<file path="src/rtl/alu_operand_loader.sv">
// Operand-capture front end: per-channel synchronise + debounce of active-low
// buttons, capture of the shared data bus on each clean press, valid tracking
// and a one-shot "all operands ready" pulse.
module alu_operand_loader #(
  parameter int unsigned DATA_W          = 16,
  parameter int unsigned NUM_OPS         = 3,
  parameter int unsigned DEBOUNCE_CYCLES = 500000
) (
  input  logic                      clk_i,
  input  logic                      rst_i,
  input  logic [NUM_OPS-1:0]        key_n_i,
  input  logic [DATA_W-1:0]         data_i,
  input  logic                      clear_i,
  output logic [NUM_OPS*DATA_W-1:0] operands_o,
  output logic [NUM_OPS-1:0]        load_pulse_o,
  output logic [NUM_OPS-1:0]        valid_o,
  output logic                      all_valid_o,
  output logic                      ready_pulse_o
);

  localparam int unsigned CNT_W = (DEBOUNCE_CYCLES > 1) ? $clog2(DEBOUNCE_CYCLES) : 1;
  localparam logic [CNT_W-1:0] CNT_MAX = CNT_W'(DEBOUNCE_CYCLES - 1);

  logic [NUM_OPS-1:0] meta_q;            // first synchroniser stage
  logic [NUM_OPS-1:0] sync_q;            // synchronised key level
  logic [NUM_OPS-1:0] deb_q;             // debounced key level (1 = released)
  logic [CNT_W-1:0]   cnt_q [NUM_OPS];   // consecutive cycles sync_q != deb_q

  logic [NUM_OPS-1:0] press_c;
  logic [NUM_OPS-1:0] valid_nxt_c;
  logic               all_valid_nxt_c;

  // Press detection and next-state valid/all-valid
  always_comb begin
    press_c         = '0;
    valid_nxt_c     = '0;
    all_valid_nxt_c = 1'b0;
    for (int k = 0; k < int'(NUM_OPS); k++) begin
      press_c[k] = deb_q[k] & ~sync_q[k] & (cnt_q[k] == CNT_MAX);
    end
    valid_nxt_c     = (clear_i ? '0 : valid_o) | press_c;
    all_valid_nxt_c = &valid_nxt_c;
  end

  // Two-flop synchroniser and debounce counters
  always_ff @(posedge clk_i or posedge rst_i) begin
    if (rst_i) begin
      meta_q <= '1;
      sync_q <= '1;
      deb_q  <= '1;
      for (int k = 0; k < int'(NUM_OPS); k++) begin
        cnt_q[k] <= '0;
      end
    end else begin
      meta_q <= key_n_i;
      sync_q <= meta_q;
      for (int k = 0; k < int'(NUM_OPS); k++) begin
        if (sync_q[k] == deb_q[k]) begin
          cnt_q[k] <= '0;
        end else if (cnt_q[k] == CNT_MAX) begin
          deb_q[k] <= sync_q[k];
          cnt_q[k] <= '0;
        end else begin
          cnt_q[k] <= CNT_W'(cnt_q[k] + 1'b1);
        end
      end
    end
  end

  // Operand capture, pulses and valid tracking
  always_ff @(posedge clk_i or posedge rst_i) begin
    if (rst_i) begin
      operands_o    <= '0;
      load_pulse_o  <= '0;
      valid_o       <= '0;
      all_valid_o   <= 1'b0;
      ready_pulse_o <= 1'b0;
    end else begin
      for (int k = 0; k < int'(NUM_OPS); k++) begin
        if (press_c[k]) begin
          operands_o[k*DATA_W +: DATA_W] <= data_i;
        end
      end
      load_pulse_o  <= press_c;
      valid_o       <= valid_nxt_c;
      all_valid_o   <= all_valid_nxt_c;
      ready_pulse_o <= all_valid_nxt_c & ~all_valid_o;
    end
  end

endmodule

</file>
<file path="config.mk">
export PLATFORM = sky130hd
export DESIGN_NAME = alu_operand_loader
export DESIGN_NICKNAME = d
export VERILOG_FILES = /design/src/rtl/alu_operand_loader.sv
export SDC_FILE = /design/constraint.sdc
export NUM_CORES = 1
export LEC_CHECK = 0
export BUFFER_PORTS_ARGS = -buffer_cell sky130_fd_sc_hd__buf_2
export CORE_MARGIN = 3
export CORE_UTILIZATION = 38
export DETAILED_ROUTE_END_ITERATION = 7
export SYNTH_ARGS = -nofsm -noshare
export SYNTH_HDL_FRONTEND = slang
export SYNTH_SLANG_ARGS = --single-unit
</file>
<file path="constraint.sdc">
create_clock -name clk_i -period 5.04 [get_ports clk_i]
set_input_delay 0.504 -clock clk_i [delete_from_list [all_inputs] [get_ports clk_i]]
set_output_delay 0.504 -clock clk_i [all_outputs]
set_load 0.02 [all_outputs]
</file>
==> metrics.md <==
| Metric | Value |
|---|---|
| Routed WL per cell | 14.85 µm |
| Synthesized cell area | 5374 µm² |
| Leak pwr | 0.003044 µW |
| Largest net degree at the start of global routing | 75 |
| Routed vias | 3680 |
| # nets final | 563 |
| Commonest non-fill, non-tap cells in the layout | 113 x dfrtp_1, 77 x buf_2, 51 x nor2_1, 41 x mux2_2, 25 x nand3_1 |
| Synthesis Warnings | 0 |
| Type of the worst min-delay path | input port to flip-flop |
| DRT iter0 DRCs | 196 |
| Final Cell Area | 6555 µm² |
| Pre-CTS WS | 2593 ps |
| Root Buffer | clkbuf_16 |
| Syn avg cell area | 11.97 µm² |
| Sum Neg Setup Slack | 0 ps |
| Fin crit period | 2436 ps |
| Final WS setup | 2604 ps |
| CP endpoint kind | flip-flop |
| Routability congestion estimate | 0.7919 |
| Clock Latency Late Sink | 410 ps |
| Fin. max-slew vios | 0 |
| Initial Util | 39.64% |
| Final hold violations | 0 |
| Hold Crit Start | key_n_i[1] |
| Longest Clk Path Bufs | 2 |
| Relative slew slack | 23.28% |
| Critical path required time | 5330 ps |
| CP Max Fanout | 16 |
| Fillcell total | 1232 |
| Initial antenna violation count | 0 |
| Vias per inst | 5.083 |
| Core area | 13560 µm² |
| Dpl cell area | 5927 µm² |
| Total power divided by cell area | 360.9 nW/µm² |
| # IOs | 78 |
| Placed wire-length estimate | 7366 µm |
| Layout cells sized above 1 | 32.66% |
| Period utilization | 48.33% |
| Post-CTS sizing | 0 |
| Status | completed |
| Rows | 42 |
| Tot GR Track Use | 14.75% |
| Die height | 124.9 µm |
| Vias in the first global route | 3745 |
| PortBufs | 77 |
| CTS Sinks | 122 |
| Die Wd | 124.9 µm |
| CTS tree | yes |
| Final ANT Viol Nets | 0 |
| Number of synthesized flops with an enable pin | 0 |
| Crit Path Class | flip-flop to flip-flop |
| Slew @ Worst Pin | 1148 ps |
| Clk pin slew, worst setup/hold paths | 60 ps |
| Commonest non-fill, non-tap cell in the layout | dfrtp_1 |
| Cell count after synthesis | 449 |
| Syn nets | 477 |
| RSZ-0062 raised after global routing | false |
| Yosys cell types | 44 |
| Fmax | 410.6 MHz |
| Final WL | 10750 µm |
| Ys flop type | dfrtp_1 |
| Setup-failing EPs final | 0 |
| Area Growth Syn to Fin | 21.98% |
| Antenna Cells | 0 |
| Register area share after synthesis | 57.02% |
| Grt ovf | 0 |
| CTS Buf Count | 17 |
| Die area | 15610 µm² |
| H-tree depth | 4 |
| Number of synthesized register bits | 122 |
| Worst hold slack | 198.9 ps |
| Max VDD drop | 0.2080 mV |
| Setup crit start | cnt_q[45] |
| Post-CTS Setup Inserts | 0 |
| Post-CTS Hold Buffers | 0 |
| FF-to-FF Start | cnt_q[45] |
| Final Skew | 9.911 ps |
| Startpoint types | flip-flop |
| Crit path arrival time | 2730 ps |
| Post-synthesis async set-or-reset flop share | 100.0% |
| Global-route wire length before repair | 18800 µm |
| Detailed Routing Iterations Pass 1 | 4 |
| DR DRC count | 0 |
| Max cap viols | 0 |
[power by group]
group	total (µW)	switching (µW)	leakage (µW)	internal, µW
clock	1280	428	0.000303	853
sequential	1010	10.8	0.00163	997
combinational	76.3	50.7	0.00111	25.6
total	2370	490	0.00304	1880
[critical path, stage by stage (launching register included)]
cell	delay, ps
dfrtp_1	430
nor4b_1	450
nand4_1	240
nor2_2	770
mux2_2	420
[logic make-up (layout without fill, tap and decap cells)]
kind of cell,after synthesis,in the layout,synth area share [%]
buf+inv,26,125,2.212
mux,51,51,11.39
flops,122,122,57.02
compound gates,36,36,4.121
simple gates,172,172,18.00
fa+ha+maj,6,6,1.397
xor+xnor,36,36,5.867
[flip-flops by register name, indices dropped and copies added (netlist names)]
signal / flops
sync_q: 3
meta_q: 3
valid_o: 3
ready_pulse_o: 1
cnt_q: 57
deb_q: 3
load_pulse_o: 3
operands_o: 48
all_valid_o: 1
[stage by stage]
stage / total power, µW / instances / utilization [%]
2_1_floorplan: 1072 / 449 / -
3_3_place_gp: 1101 / 692 / 43.72
3_5_place_dp: 1104 / 692 / 43.72
4_1_cts: 2396 / 724 / 48.35
5_1_grt: 2456 / 724 / 48.35
6_report: 2366 / 724 / 48.35
[synthesized netlist by cell type, types with 3 or more instances]
library cell	n	area share (%)
ha_1	6	1.4
or3_1	12	1.4
dfstp_2	9	4.4
clkbuf_1	3	0.21
inv_1	15	1.0
and4_1	9	1.5
dfrtp_1	113	53
and3_1	3	0.35
xor2_1	15	2.4
nor4b_1	6	0.98
nand2_1	18	1.3
nand4_1	12	1.4
nor2_1	51	3.6
buf_2	5	0.47
mux2_4	10	2.8
a21oi_1	15	1.4
o21ai_0	8	0.75
xnor2_1	21	3.4
nor4_1	8	0.93
mux2_2	41	8.6
nand3_1	25	2.3
o31ai_1	6	0.84
nor3_1	7	0.65
or4_1	6	0.84
[path summary, 6_finish.rpt]
kind                                       end  slack, ps  depth (start not counted)
min in group asynchronous       operands_o[42]        290                          2
worst max-delay path            operands_o[11]       2600                          4
worst min register to register       sync_q[1]        360                          0
worst min-delay path                 meta_q[1]        200                          1
worst max register to register  operands_o[11]       2600                          4
max in group asynchronous             cnt_q[4]       3570                          3
[metal layers]
| layer | up-vias | routed length (µm) | GRT usage [%] |
|---|---|---|---|
| li1 | 1784 | - | - |
| met1 | 1813 | 5261 | 20.28 |
| met2 | 75 | 4882 | 21.85 |
| met3 | 8 | 502 | 4.974 |
| met4 | 0 | 107 | 5.357 |
| met5 | - | 0 | 0 |
[cell type report]
cell class,instances,area [µm²],area share [%]
Clock buffer,21,460.4,7.024
Clock inverter,11,167.7,2.558
Inverter,15,58.81,0.8971
Multi-Input combinational cell,301,2191,33.42
Sequential cell,122,3064,46.75
Tap cell,176,220.2,3.359
Timing Repair Buffer,78,392.9,5.994
(Power assumes the default switching activity.)
